[src/rtl/ripple_pkg.sv]
// ============================================================================
// ripple_pkg: shared widths and default parameters for ripple_sample_pwm.
// Rev 1.0
// ============================================================================
`default_nettype none

package ripple_pkg;
  localparam int CNT_W             = 8;
  localparam int PWM_W             = 8;
  localparam int DEF_SYNC_STAGES   = 2;
  localparam int DEF_STABLE_CYCLES = 2;
  // Wide enough for the largest stability threshold (STABLE_CYCLES-1 = 6)
  localparam int STAB_W            = 3;
endpackage

`default_nettype wire

[src/rtl/pwm_gen8.sv]
// ============================================================================
// pwm_gen8: free-running 8-bit PWM with duty register reloaded at period wrap.
// Rev 1.0
// ============================================================================
`default_nettype none

module pwm_gen8
  import ripple_pkg::*;
(
  input  logic             clk,
  input  logic             rst_n,
  input  logic             ena,
  input  logic [PWM_W-1:0] duty_src,
  output logic             pwm_out,
  output logic             pwm_wrap
);

  logic [PWM_W-1:0] pwm_cnt;
  logic [PWM_W-1:0] duty_q;
  logic             at_top;

  assign at_top   = (pwm_cnt == '1);
  assign pwm_wrap = ena & at_top;

  // Duty only changes at the wrap edge so a period is never altered mid-flight
  always_ff @(posedge clk or negedge rst_n) begin
    if (!rst_n) begin
      pwm_cnt <= '0;
      duty_q  <= '0;
      pwm_out <= 1'b0;
    end else if (ena) begin
      pwm_cnt <= pwm_cnt + 1'b1;
      pwm_out <= (pwm_cnt < duty_q);
      if (at_top) begin
        duty_q <= duty_src;
      end
    end
  end

endmodule

`default_nettype wire

[src/rtl/ripple_sample_pwm.sv]
// ============================================================================
// ripple_sample_pwm: synchronize and stability-filter a ripple count, drive PWM.
// Optional delta outputs with macro RIPPLE_SAMPLE_DELTA_EN.  Rev 1.0
// ============================================================================
`default_nettype none

module ripple_sample_pwm
  import ripple_pkg::*;
#(
  parameter int SYNC_STAGES   = DEF_SYNC_STAGES,
  parameter int STABLE_CYCLES = DEF_STABLE_CYCLES
) (
  input  logic             clk,
  input  logic             rst_n,
  input  logic             ena,
  input  logic [CNT_W-1:0] cnt_in,
  output logic [CNT_W-1:0] cnt_q,
  output logic             cnt_valid,
  output logic             pwm_out,
  output logic             pwm_wrap
`ifdef RIPPLE_SAMPLE_DELTA_EN
  ,
  output logic [CNT_W-1:0] delta,
  output logic             delta_valid
`endif
);

  localparam logic [STAB_W-1:0] STAB_MAX = STAB_W'(STABLE_CYCLES - 1);

  logic [SYNC_STAGES-1:0][CNT_W-1:0] sync_ff;
  logic [CNT_W-1:0]                  sync_word;
  logic [CNT_W-1:0]                  prev_word;
  logic [CNT_W-1:0]                  prev_q;
  logic [STAB_W-1:0]                 stab;
  logic [STAB_W-1:0]                 stab_next;
  logic                              accept;
  logic                              valid_r;
  logic [PWM_W-1:0]                  duty_src;

  assign sync_word = sync_ff[SYNC_STAGES-1];

  always_ff @(posedge clk or negedge rst_n) begin
    if (!rst_n) begin
      sync_ff <= '0;
    end else if (ena) begin
      sync_ff[0] <= cnt_in;
      for (int i = 1; i < SYNC_STAGES; i++) begin
        sync_ff[i] <= sync_ff[i-1];
      end
    end
  end

  // Accept is judged on the next stability value so latency is SYNC+STABLE
  always_comb begin
    stab_next = '0;
    if (sync_word == prev_word) begin
      stab_next = (stab == STAB_MAX) ? stab : stab + 1'b1;
    end
    accept = (stab_next == STAB_MAX) && (sync_word != cnt_q);
  end

  always_ff @(posedge clk or negedge rst_n) begin
    if (!rst_n) begin
      prev_word <= '0;
      stab      <= '0;
      cnt_q     <= '0;
      prev_q    <= '0;
      valid_r   <= 1'b0;
    end else if (ena) begin
      prev_word <= sync_word;
      stab      <= stab_next;
      valid_r   <= accept;
      if (accept) begin
        cnt_q  <= sync_word;
        prev_q <= cnt_q;
      end
    end else begin
      valid_r <= 1'b0;
    end
  end

  assign cnt_valid = valid_r & ena;

  // A wrap coinciding with a fresh accept still loads the pre-accept count
  assign duty_src = valid_r ? prev_q : cnt_q;

  pwm_gen8 u_pwm (
    .clk      (clk),
    .rst_n    (rst_n),
    .ena      (ena),
    .duty_src (duty_src),
    .pwm_out  (pwm_out),
    .pwm_wrap (pwm_wrap)
  );

`ifdef RIPPLE_SAMPLE_DELTA_EN
  always_ff @(posedge clk or negedge rst_n) begin
    if (!rst_n) begin
      delta <= '0;
    end else if (ena && accept) begin
      delta <= sync_word - cnt_q;
    end
  end

  assign delta_valid = cnt_valid;
`endif

endmodule

`default_nettype wire

[config.mk]
export PLATFORM = sky130hd
export DESIGN_NAME = ripple_sample_pwm
export DESIGN_NICKNAME = d
export VERILOG_FILES = /design/src/rtl/ripple_pkg.sv /design/src/rtl/pwm_gen8.sv /design/src/rtl/ripple_sample_pwm.sv
export SDC_FILE = /design/constraint.sdc
export NUM_CORES = 1
export LEC_CHECK = 0
export BUFFER_PORTS_ARGS = -buffer_cell sky130_fd_sc_hd__buf_2
export CAP_MARGIN = 25
export CORE_ASPECT_RATIO = 0.8
export CORE_UTILIZATION = 50
export DETAILED_ROUTE_END_ITERATION = 10
export GPL_ROUTABILITY_DRIVEN = 1
export PLACE_DENSITY = 0.68
export SLEW_MARGIN = 5
export SYNTH_ARGS = -nofsm -noshare
export SYNTH_HDL_FRONTEND = slang
export SYNTH_SLANG_ARGS = --single-unit
[constraint.sdc]
create_clock -name clk -period 3.7 [get_ports clk]
set_input_delay 0.37 -clock clk [delete_from_list [all_inputs] [get_ports clk]]
set_output_delay 0.37 -clock clk [all_outputs]
set_load 0.02 [all_outputs]
Word level (Yosys, flattened, before mapping). Cells that the tools add are included.

Bitwise logic cells: 2. Reduce and logical (&&, ||, !) cells: 3. Order comparisons: 1. Eq/ne operators: 5. Muxes and demuxes: 4. Add/subtract/negate cells: 2.

Operator list (number): adder 8 x 1 -> 8 bit, second input constant (1); == test 8 bit (1); == test 8 bit, second input constant (1); < comparator 8 bit (1); 2-to-1 mux 8 bit (1); != test 8 bit (1); == test 3 x 1 -> 1 bit, second input constant (2); 2-to-1 mux 3 bit (2); AND reduction 2 bit (2); adder 3 x 1 -> 3 bit, second input constant (1); AND 1 bit (2); logical AND 1 bit (1); 2-to-1 mux 1 bit (1).

Logic and storage cells: 27. Output and inout port bits: 11. Register bits after elaboration: 61.

Depth between registers and ports, before layout.
Depth in word-level cells: 6. Depth in mapped cells: 8. Gate-level depth less buffers: 7.

Hierarchy. A second synthesis with hierarchy kept.

Cells, all modules: 215. Area total of the unflattened synthesis: 2971.6 um^2.

By module, submodules not included: ripple_sample_pwm (cells an instance 142, area an instance 2047.0 um^2, seq. area each 1101.1 um^2, instances 1); pwm_gen8 (cells an instance 73, area an instance 924.6 um^2, seq. area each 425.4 um^2, instances 1).

Worst setup path after synthesis. Ideal clock, no wire load.

Path kind: register to register. Start point: register stab[0]. End point: register cnt_q[0]. Data required time: 3575 ps. Path buffers: 1. Cell stages (with the launch flop): 8. Setup time: 125 ps. Path slack: 1830 ps. Period minus slack after synthesis: 1870 ps. Arrival time: 1744 ps. Cell sequence: dfrtp_1 -> ha_1 -> nor3_1 -> o21ai_0 -> a22oi_2 -> nand3_4 -> buf_6 -> mux2_4.

Cells in the longest elaborated chain, start to end: 6. Elaborated cells between the ends (all ways): 7.

Ends and longest elaborated chain: start, declared (RTL line ripple_sample_pwm.sv:34) `logic [STAB_W-1:0] stab;`; start signal, assigned (RTL line ripple_sample_pwm.sv:71) `stab <= stab_next;`; adder 3 x 1 -> 3 bit / == test 3 x 1 -> 1 bit (equally long branches) (RTL line ripple_sample_pwm.sv:57) `stab_next = (stab == STAB_MAX) ? stab : stab + 1'b1;`; 2-to-1 mux 3 bit (*) (RTL line ripple_sample_pwm.sv:57); 2-to-1 mux 3 bit (*) (RTL line ripple_sample_pwm.sv:56) `if (sync_word == prev_word) begin`; == test 3 x 1 -> 1 bit (*) (RTL line ripple_sample_pwm.sv:59) `accept = (stab_next == STAB_MAX) && (sync_word != cnt_q);`; logical AND 1 bit (*) (RTL line ripple_sample_pwm.sv:59); AND reduction 2 bit (no source line) (*); end signal, assigned (RTL line ripple_sample_pwm.sv:74) `cnt_q <= sync_word;`; end, declared (RTL line ripple_sample_pwm.sv:17) `output logic [CNT_W-1:0] cnt_q,`.

Every way passes the cells marked *; elsewhere a longest branch is shown, timed or not. A chain may end at the register's enable or synchronous reset.

Worst setup path in the final report.
Start point: register u_pwm.pwm_cnt[0]. End point: output pwm_wrap.

Cells in the longest elaborated chain, start to end: 2.

Ends and longest elaborated chain: start, declared (RTL line pwm_gen8.sv:18) `logic [PWM_W-1:0] pwm_cnt;`; start signal, assigned (RTL line pwm_gen8.sv:32) `pwm_cnt <= pwm_cnt + 1'b1;`; == test 8 bit (RTL line pwm_gen8.sv:22) `assign at_top = (pwm_cnt == '1);`; AND 1 bit (RTL line pwm_gen8.sv:23) `assign pwm_wrap = ena & at_top;`; end, declared (RTL line ripple_sample_pwm.sv:20) `output logic pwm_wrap`.

No other way between the ends.

==> results.py <==
metrics = {
    "final_layout": {
        "drive_gt1_share_pct": 32.95,
        "final_cell_mix": "dfrtp_1 (61), mux2_2 (31), buf_2 (21)",
        "final_common_cell": "dfrtp_1",
        "area_delta_synth_final_pct": 14.50,
        "num-fill-cells": 448,
        "nNetsFinal": 274,
        "fin_area_um2": 3299,
        "insertedDiodeCount": 0,
    },
    "yosys": {
        "synthDistinctLibCells": 32,
        "syn_area_um2": 2882,
        "syn_nets": 247,
        "netlist_instances": 226,
        "synth.avg_cell_area_um2": 12.75,
        "yosys_warnings": 0,
        "synth_seq_area_share_pct": 52.97,
        "ys_ff_latch": 61,
    },
    "floorplan": {
        "io_pins": 22,
        "core_area_um2": 5495,
        "die_w_um": 86.88,
        "initial_core_util_pct": 52.44,
        "die_area_um2": 6073,
        "rows": 24,
        "die-height_um": 69.90,
    },
    "drt": {
        "drc": 0,
        "avgViaCountPerCell": 5.042,
        "drtAntennaViolNets": 0,
        "first_pass_iters": 6,
        "via_count": 1694,
        "drtIter0Drc": 115,
        "wirelength_um": 4964,
        "wl_per_cell_um": 14.77,
    },
    "clocking": {
        "clockRootBuffer": "clkbuf_8",
        "clk_latency_ps": 340,
        "cts.sinks": 61,
        "cts_tree": "built",
        "clk_path_buf_depth": 2,
        "cts_buffers": 9,
        "htreeDepth": 3,
        "ctsHoldBuffers": 0,
        "clkTransAtPathRegs_ps": 70,
        "cts_resized": 0,
        "postCtsSetupBuffers": 0,
    },
    "sta": {
        "fin_ws_ps": 1432,
        "finalSetupViolCount": 0,
        "rsz0062_at_grt": "false",
        "drv_slew": 0,
        "worst_pin_slew_ps": 774.0,
        "finalCriticalPeriod_ps": 2268,
        "setup_tns_ps": 0,
        "timing.hold.ws_ps": 111.1,
        "hold_violations": 0,
        "relSlewSlack_pct": 47.07,
        "skew_ps": 4.501,
        "final.period_utilization_pct": 61.29,
        "fmax_ghz": 0.4410,
    },
    "global_route": {
        "grt_pass1_vias": 1738,
        "grt_pass1_wl_um": 8597,
        "grt_max_degree": 37,
        "grt.total_usage_pct": 19.57,
        "grt.overflow.total": 0,
        "antenna_found_initial": 0,
    },
    "worst_setup_path": {
        "cp.required_ps": 3330,
        "ff2ff_path_depth": 6,
        "rr_startpoint": "stab[0]",
        "reg2reg_slack_ps": 1630,
        "cp-end-kind": "primary output",
        "path_class": "register to primary output",
        "critPathLaunchType": "register",
        "rr_endpoint": "prev_q[0]",
        "crit_fanout": 17,
        "arrival_ps": 1900,
    },
    "pwr": {
        "p_leak_nw": 1.543,
        "finalPower_mw": 1.977,
        "ir_worst_vdd_mv": 0.3326,
        "powerDensity_nw_per_um2": 599.1,
        "share_clk_of_total_power_pct": 34.4,
        "sw_frac_of_total_pct": 29.20,
        "power.switching_mw": 0.5772,
        "p_int_mw": 1.400,
        "seqPwrFrac_pct": 45.6,
        "p_comb_share_pct": 20.0,
    },
    "flow_run": {
        "maxCapViolCount": 0,
    },
    "place": {
        "placement.io_buffers": 21,
        "gp_congestion": 0.7458,
        "hpwl_um": 3446,
        "post-place-ws_ps": 1633,
        "placed_area_um2": 3065,
    },
    "worst_hold_path": {
        "hp-class": "primary input to async pin",
    },
    "status": {
        "outcome": "finished, final reports clean",
    },
}
## layout make-up
type	instances	area, um^2	area share [%]
inverter	11	41.29	1.251
clock buffer	11	151.4	4.589
multi-input combinational	146	1272	38.57
sequential	61	1526	46.26
tap	78	97.59	2.958
clock inverter	5	82.58	2.503
timing repair buffer	24	127.6	3.868
## kinds of logic (layout without fill, tap and decap cells)
logic type / Yosys count / after routing / synth area share (%)
AO/OA/AOI/OAI: 21 / 21 / 4.429
XOR/XNOR: 24 / 24 / 7.555
adder cells (fa/ha/maj): 10 / 10 / 4.342
buffers and inverters: 19 / 51 / 2.866
flip-flops: 61 / 61 / 52.97
multiplexers: 49 / 49 / 20.10
AND/OR/NAND/NOR: 42 / 42 / 7.729
## power groups by stage
stage | Sequential (mW) | Clock (mW) | Combinational, mW
detailed placement | 0.914 | 0 | 0.398
global placement | 0.910 | 0 | 0.384
CTS | 0.905 | 0.697 | 0.401
floorplan | 0.915 | 0 | 0.266
finish | 0.901 | 0.679 | 0.396
global route | 0.922 | 0.727 | 0.448
## critical path, stage by stage, from the launching register on
cell and delay (ps):
dfrtp_1 430, ha_1 210, nand4_1 150, nor2_1 200, and3_1 170, buf_4 200, buf_2 190
## state kept, by name (all words and copies together), names as in the netlist
name and cells:
cnt_q 8, u_pwm.duty_q 8, prev_q 8, sync_ff 8
u_pwm.pwm_cnt 8, prev_word 8, sync_word 8, valid_r 1
u_pwm.pwm_out 1, stab 3
## synthesized netlist by cell type
| cell | instances | area share (%) |
|---|---|---|
| nand3_1 | 7 | 1.2 |
| inv_1 | 11 | 1.4 |
| a2111oi_0 | 1 | 0.30 |
| and2_1 | 3 | 0.65 |
| and3_1 | 2 | 0.43 |
| buf_1 | 3 | 0.39 |
| mux2i_1 | 8 | 2.8 |
| clkbuf_1 | 1 | 0.13 |
| buf_6 | 1 | 0.39 |
| xnor2_1 | 12 | 3.6 |
| xor2_1 | 11 | 3.3 |
| nor3_1 | 2 | 0.35 |
| a22o_1 | 1 | 0.30 |
| xnor2_2 | 1 | 0.56 |
| dfrtp_1 | 61 | 53 |
| nand2b_1 | 1 | 0.22 |
| nor2_1 | 12 | 1.6 |
| nand2_1 | 6 | 0.78 |
| ha_1 | 10 | 4.3 |
| a21oi_1 | 9 | 1.6 |
| nor4_1 | 3 | 0.65 |
| a21o_1 | 2 | 0.52 |
| o21ai_0 | 6 | 1.0 |
| nor3_2 | 1 | 0.35 |
| mux2_4 | 10 | 5.2 |
| and2b_1 | 1 | 0.26 |
| nand3_4 | 1 | 0.61 |
| mux2_2 | 31 | 12 |
| o211ai_1 | 1 | 0.26 |
| buf_2 | 3 | 0.52 |
| a22oi_2 | 1 | 0.43 |
| nand4_1 | 3 | 0.65 |
## routing by layer
metal	track usage (%)	wire [um]	vias to the layer above
met1	27.64	2460	826
met2	27.03	2215	27
met3	6.856	218	7
met5	0	0	-
li1	-	-	834
met4	8.889	70	0
## how the worst max path moves through the flow
stage | start | endpoint | slack, ps | cells past startpoint
after detailed placement | stab[0] | prev_q[3] | 1630 | 6
after floorplan | stab[0] | cnt_q[0] | 1830 | 7
after CTS | u_pwm.pwm_cnt[0] | pwm_wrap | 1380 | 6
after global routing | u_pwm.pwm_cnt[0] | pwm_wrap | 1210 | 6
final | u_pwm.pwm_cnt[0] | pwm_wrap | 1430 | 6
after global placement | ena | pwm_wrap | 1650 | 6
## stage by stage
stage,instances,util [%]
3_3_place_gp,320,55.78
2_1_floorplan,226,-
6_report,336,60.04
4_1_cts,336,60.04
5_1_grt,336,60.04
3_5_place_dp,320,55.78
No activity file was read; power rests on OpenSTA's default activity.
